===== src/rtl/enigma_pkg.sv =====
// Shared constants, command encodings and FSM state type for the Enigma step controller.
// Build option ENIGMA_DOUBLE_STEP_EN (used by enigma_step_logic) selects historical stepping.
package enigma_pkg;

    localparam int unsigned ALPHA      = 26;
    localparam int unsigned W          = 5;
    localparam int unsigned NUM_ROTORS = 3;

    localparam logic [W-1:0] LAST_POS = W'(ALPHA - 1);

    localparam logic [1:0] OP_NOP     = 2'd0;
    localparam logic [1:0] OP_LOAD    = 2'd1;
    localparam logic [1:0] OP_ENCRYPT = 2'd2;
    localparam logic [1:0] OP_ZERO    = 2'd3;

    localparam logic [1:0] ROT_R = 2'd0;
    localparam logic [1:0] ROT_M = 2'd1;
    localparam logic [1:0] ROT_L = 2'd2;

    typedef enum logic [2:0] {
        StIdle,
        StLoad,
        StStep,
        StEval,
        StOut
    } state_e;

    function automatic logic char_ok(input logic [W-1:0] value);
        return value <= LAST_POS;
    endfunction

    function automatic logic load_ok(input logic [1:0] rotor, input logic [W-1:0] value);
        return (rotor <= ROT_L) && char_ok(value);
    endfunction

    function automatic logic [NUM_ROTORS-1:0] rotor_onehot(input logic [1:0] rotor);
        logic [NUM_ROTORS-1:0] oh;
        oh = '0;
        case (rotor)
            ROT_R:   oh[0] = 1'b1;
            ROT_M:   oh[1] = 1'b1;
            ROT_L:   oh[2] = 1'b1;
            default: oh = '0;
        endcase
        return oh;
    endfunction

endpackage


===== src/rtl/enigma_step_logic.sv =====
// Rotor increment decision from the pre-step turnover flags.
// ENIGMA_DOUBLE_STEP_EN defined: historical double step; undefined: plain odometer carry.
module enigma_step_logic
    import enigma_pkg::*;
(
    input  logic [NUM_ROTORS-1:0] turnover_i,
    output logic [NUM_ROTORS-1:0] inc_o
);

    always_comb begin
        inc_o        = '0;
        inc_o[ROT_R] = 1'b1;
`ifdef ENIGMA_DOUBLE_STEP_EN
        // A middle rotor at its own notch steps again, dragging the left rotor with it.
        inc_o[ROT_M] = turnover_i[ROT_R] | turnover_i[ROT_M];
        inc_o[ROT_L] = turnover_i[ROT_M];
`else
        inc_o[ROT_M] = turnover_i[ROT_R];
        inc_o[ROT_L] = turnover_i[ROT_R] & turnover_i[ROT_M];
`endif
    end

endmodule


===== src/rtl/enigma_step_ctrl.sv =====
// Command sequencer for the three-rotor Enigma datapath: load/zero/encrypt with stepping.
// Stepping variant chosen in enigma_step_logic by ENIGMA_DOUBLE_STEP_EN.
module enigma_step_ctrl
    import enigma_pkg::*;
(
    input  logic                  clk,
    input  logic                  rst,
    input  logic                  cmd_valid,
    output logic                  cmd_ready,
    input  logic [1:0]            cmd_op,
    input  logic [1:0]            cmd_rotor,
    input  logic [W-1:0]          cmd_data,
    output logic [NUM_ROTORS-1:0] rotor_en,
    output logic [NUM_ROTORS-1:0] rotor_load,
    output logic [NUM_ROTORS-1:0] rotor_inc,
    input  logic [NUM_ROTORS-1:0] turnover_in,
    output logic                  in_sel,
    output logic [W-1:0]          in_val,
    input  logic [W-1:0]          enc_result,
    output logic                  out_valid,
    input  logic                  out_ready,
    output logic [W-1:0]          out_data,
    output logic                  err
);

    state_e                state_q, state_d;
    logic [1:0]            op_q, op_d;
    logic [1:0]            rotor_q, rotor_d;
    logic [W-1:0]          data_q, data_d;
    logic [W-1:0]          out_data_q, out_data_d;
    logic                  err_q, err_d;
    logic [NUM_ROTORS-1:0] step_inc;

    enigma_step_logic u_step_logic (
        .turnover_i (turnover_in),
        .inc_o      (step_inc)
    );

    always_ff @(posedge clk) begin
        if (rst) begin
            state_q    <= StIdle;
            op_q       <= OP_NOP;
            rotor_q    <= ROT_R;
            data_q     <= '0;
            out_data_q <= '0;
            err_q      <= 1'b0;
        end else begin
            state_q    <= state_d;
            op_q       <= op_d;
            rotor_q    <= rotor_d;
            data_q     <= data_d;
            out_data_q <= out_data_d;
            err_q      <= err_d;
        end
    end

    always_comb begin
        state_d    = state_q;
        op_d       = op_q;
        rotor_d    = rotor_q;
        data_d     = data_q;
        out_data_d = out_data_q;
        err_d      = err_q;
        unique case (state_q)
            StIdle: begin
                if (cmd_valid) begin
                    op_d    = cmd_op;
                    rotor_d = cmd_rotor;
                    data_d  = cmd_data;
                    // Error flag is decided at accept time from the incoming command.
                    case (cmd_op)
                        OP_NOP: state_d = StIdle;
                        OP_LOAD: begin
                            state_d = StLoad;
                            if (!load_ok(cmd_rotor, cmd_data)) begin
                                err_d = 1'b1;
                            end
                        end
                        OP_ENCRYPT: begin
                            state_d = StStep;
                            if (!char_ok(cmd_data)) begin
                                err_d = 1'b1;
                            end
                        end
                        OP_ZERO: begin
                            state_d = StLoad;
                            err_d   = 1'b0;
                        end
                    endcase
                end
            end
            StLoad: state_d = StIdle;
            StStep: state_d = StEval;
            StEval: begin
                out_data_d = enc_result;
                state_d    = StOut;
            end
            StOut: begin
                if (out_ready) begin
                    state_d = StIdle;
                end
            end
            default: state_d = StIdle;
        endcase
    end

    always_comb begin
        cmd_ready  = (state_q == StIdle);
        rotor_en   = '0;
        rotor_load = '0;
        rotor_inc  = '0;
        in_sel     = 1'b0;
        in_val     = '0;
        out_valid  = 1'b0;
        unique case (state_q)
            StLoad: begin
                in_sel = 1'b1;
                if (op_q == OP_ZERO) begin
                    rotor_en   = '1;
                    rotor_load = '1;
                end else begin
                    in_val = data_q;
                    if (load_ok(rotor_q, data_q)) begin
                        rotor_en   = rotor_onehot(rotor_q);
                        rotor_load = rotor_onehot(rotor_q);
                    end
                end
            end
            StStep: begin
                rotor_en  = '1;
                rotor_inc = step_inc;
            end
            StEval: begin
                in_sel = 1'b1;
                in_val = data_q;
            end
            StOut:   out_valid = 1'b1;
            default: ;
        endcase
        // Reset aborts at once: nothing may strobe the rotors in the reset cycle itself.
        if (rst) begin
            rotor_en   = '0;
            rotor_load = '0;
            rotor_inc  = '0;
            in_sel     = 1'b0;
            in_val     = '0;
            out_valid  = 1'b0;
        end
    end

    assign out_data = out_data_q;
    assign err      = err_q;

endmodule


===== config.mk =====
export PLATFORM = sky130hd
export DESIGN_NAME = enigma_step_ctrl
export DESIGN_NICKNAME = d
export VERILOG_FILES = /design/src/rtl/enigma_pkg.sv /design/src/rtl/enigma_step_logic.sv /design/src/rtl/enigma_step_ctrl.sv
export SDC_FILE = /design/constraint.sdc
export NUM_CORES = 1
export LEC_CHECK = 0
export BUFFER_PORTS_ARGS = -buffer_cell sky130_fd_sc_hd__buf_2
export CORE_MARGIN = 2
export CORE_UTILIZATION = 40
export CTS_CLUSTER_DIAMETER = 200
export DETAILED_ROUTE_END_ITERATION = 10
export PLACE_DENSITY = 0.73
export SETUP_SLACK_MARGIN = 0.02
export SYNTH_ARGS = -nofsm -noshare
export SYNTH_HDL_FRONTEND = slang
export SYNTH_HIERARCHICAL = 1
export SYNTH_SLANG_ARGS = --single-unit

===== constraint.sdc =====
create_clock -name clk -period 1.25 [get_ports clk]
set_input_delay 0.125 -clock clk [delete_from_list [all_inputs] [get_ports clk]]
set_output_delay 0.125 -clock clk [all_outputs]
set_load 0.01 [all_outputs]

==> impl_metrics.yaml <==
critical_path:
  cpPeakStageDelay_ps: 550
  slowest_stage: "or4b_4"
  worstPathRequired_ps: 1120
  crit_buf_inv: 2
  cp_top_family: "simple AND/OR/NAND/NOR gates"
  start_kind: "register"
  worstPathCellList: "or4b_4, buf_8, o21bai_4, buf_6"
  cp-end-kind: "output port"
  critPathArrivalTime_ps: 1600
  worstPathMaxFanout: 6
  crit_type: "register to output port"
sta:
  worst_pin_slew_ps: 514
  timing.final.crit_share_pct: 138
  relSlewSlack_pct: 65.7
  fin_ws_ps: -477
  report.final.slew_viol_count: 0
  rsz0062_at_grt: "yes"
  setup_tns_ps: -7620
  setup_violations: 32
  period_needed_ps: 1730
  finalClockSkew_ps: 5.97
  finalHoldViolCount: 0
  max_freq_mhz: 579
cts:
  cts.path.max_buffers: 2
  hold_buffers: 0
  path_clk_slew_ps: 100
  clk_latency_ps: 300
  cts.sinks: 18
  h-tree-depth: 1
  cts_tree: "done"
  cts_buffers: 3
  root_buffer: "clkbuf_4"
power_and_ir_drop:
  p_total_uw: 1310
  swShare_pct: 28.1
  irDropWorstVdd_uv: 791
  pwr-share-clk_pct: 27.9
  power_frac_comb_pct: 24.6
  p_per_area_nw_per_um2: 830
  power.switching_uw: 367
  cellLeakagePower_uw: 0.000755
  seqPwrFrac_pct: 47.6
  p_int_uw: 939
worst_hold_path:
  hold_class: "input pin to register"
yosys:
  synth.avg_cell_area_um2: 8.33
  syn_nets: 132
  synth_mux_area_share_pct: 5.41
  netlist_area_um2: 925
  synth.distinct_cells: 29
  async_flop_share_pct: 0
  yosys.area_share.xor_xnor_pct: 0
  synth_compound_area_share_pct: 17.7
  ys.flop_type: "dfxtp_1"
  ys_warn_count: 6
  synth_simple_gate_area_share_pct: 28.0
  synth-adder-area-share_pct: 0
  synth_top_family_by_area: "simple AND/OR/NAND/NOR gates"
  yosysSeqAreaShare_pct: 39.0
  synth_seq_cells: 18
  synth_edf_count: 0
  synthCells: 111
die:
  core_area_um2: 2190
  initial_core_util_pct: 42.2
  rows: 17
  ios: 44
  die_y_um: 52.1
  dieArea_um2: 2710
  fp.dieW_um: 52.1
grt:
  antenna_found_initial: 0
  first_global_vias: 983
  grt_max_degree: 12
  grt_pass1_wl_um: 4280
  overflow: 0
  grt.total_usage_pct: 21.2
run_status:
  violations: "negative setup slack"
  outcome: "complete, but fails checks"
layout:
  drive_above_1_share_pct: 59.0
  stdcell_area_um2: 1570
  diodes: 0
  fill_cells: 153
  syn2layout_area_growth_pct: 70.1
  final_nets: 195
  fin_cells: 201
flow_run:
  cap_violations: 0
routing:
  viasPerCell: 5.23
  via_count: 1052
  avgRoutedWirePerCell_um: 14.2
  first_pass_iters: 4
  finalWirelength_um: 2860
  drt.antenna.violating_nets: 0
  drt_iter0_drc: 19
  drc: 0
placed_design:
  port_buffers: 42
  gp_congestion: 0.775
  dp_hpwl_um: 1690
  placed_cell_area_um2: 1250
  dp_slack_ps: -142
  place_inst: 185
## cell usage after synthesis (2+ instances only)
master    count  area (um^2)
o21bai_1      3         22.5
nand2_1      19         71.3
buf_2         4         20.0
dfxtp_1      18          360
mux2i_1       5         50.1
inv_1         4         15.0
a21oi_1      11         55.1
buf_4         2         15.0
a32oi_1       3         26.3
nor4b_1       2         17.5
nor4_1        2         12.5
buf_6         3         33.8
or4b_1        2         20.0
nor2_1        9         33.8
and2_1       10         62.6
## stage by stage
stage                     hold slack [ps]  util [%]
after global routing                 49.9      71.8
after CTS                            55.5      66.0
after floorplan                       265         -
after global placement                354      57.3
final                                53.2      71.8
after detailed placement              368      57.3
## registers in the layout, indices dropped and copies added, names as in the netlist
name	cells
data_q	5
err	1
op_q	2
out_data	5
rotor_q	2
state_q	3
## cells by family (layout without fill, tap and decap cells)
group	count (synthesis)	after routing
simple gates	49	50
buf+inv	14	75
other cells	1	1
compound gates	24	24
mux	5	5
flops	18	18
## power by group through the flow
stage | registers, uW | logic [uW] | clock network [uW]
floorplan | 628 | 146 | 0
global placement | 631 | 218 | 0
detailed placement | 632 | 222 | 0
CTS | 617 | 271 | 369
global route | 624 | 345 | 401
finish | 622 | 321 | 364
## per-layer routing
layer / vias up / global-route usage (%) / routed length [um] / share of wire, %
met3: 8 / 6.32 / 156 / 5.5
met4: 0 / 7.46 / 48 / 1.7
met1: 491 / 23.9 / 1150 / 40
met5: - / 0 / 0 / 0
met2: 44 / 37.6 / 1500 / 53
li1: 509 / - / - / -
## worst reg2reg max path, stage by stage (launching register included)
cell and delay, ps:
dfxtp_2 350, buf_4 150, buf_6 130, nor4b_4 300
buf_4 200, and3_1 170, a2111oi_2 50
## cell type report
class                      count  area (um^2)  share of cell area [%]
inverter                       4         15.0                   0.955
timing repair buffer          67          473                    30.1
multi-input combinational     80          647                    41.1
sequential                    18          367                    23.3
tap                           28         35.0                    2.23
clock buffer                   4         36.3                    2.31
## final timing paths
kind	end	slack, ps	depth (start not counted)	start
min	data_q[0]	50	3	cmd_data[0]
max	rotor_en[1]	-480	4	state_q[1]
max reg2reg	err	-210	6	state_q[1]
min reg2reg	data_q[0]	460	2	data_q[0]
## repair_timing
item                       4_1_cts  5_1_grt
pin swaps                       16       11
cloned                           2        0
gates resized for setup         23       23
setup endpoints to repair       27       33
buffers inserted                 6        6
## cell usage in the layout (no fill, tap or decap)
cell       instances
nor2_1             6
o211ai_1           1
o21bai_4           3
nor2_2             1
and2_1            10
a21oi_1            7
nor3_2             1
o21ai_0            1
nand2_1           11
clkbuf_8           1
nor3b_4            1
buf_2             36
dfxtp_2            2
inv_1              4
nand2_2            8
a22o_1             1
nor4_1             2
a21oi_2            4
dfxtp_1           15
a32oi_1            3
a2111oi_2          1
and3_1             1
clkbuf_4           3
a31oi_1            1
buf_4             16
mux2i_1            5
o21a_4             1
dfxtp_4            1
buf_6             14
or4b_4             3
conb_1             1
o211a_1            1
nor4b_4            3
nand3b_1           1
nor2_4             2
buf_8              1
(Power assumes the default switching activity.)
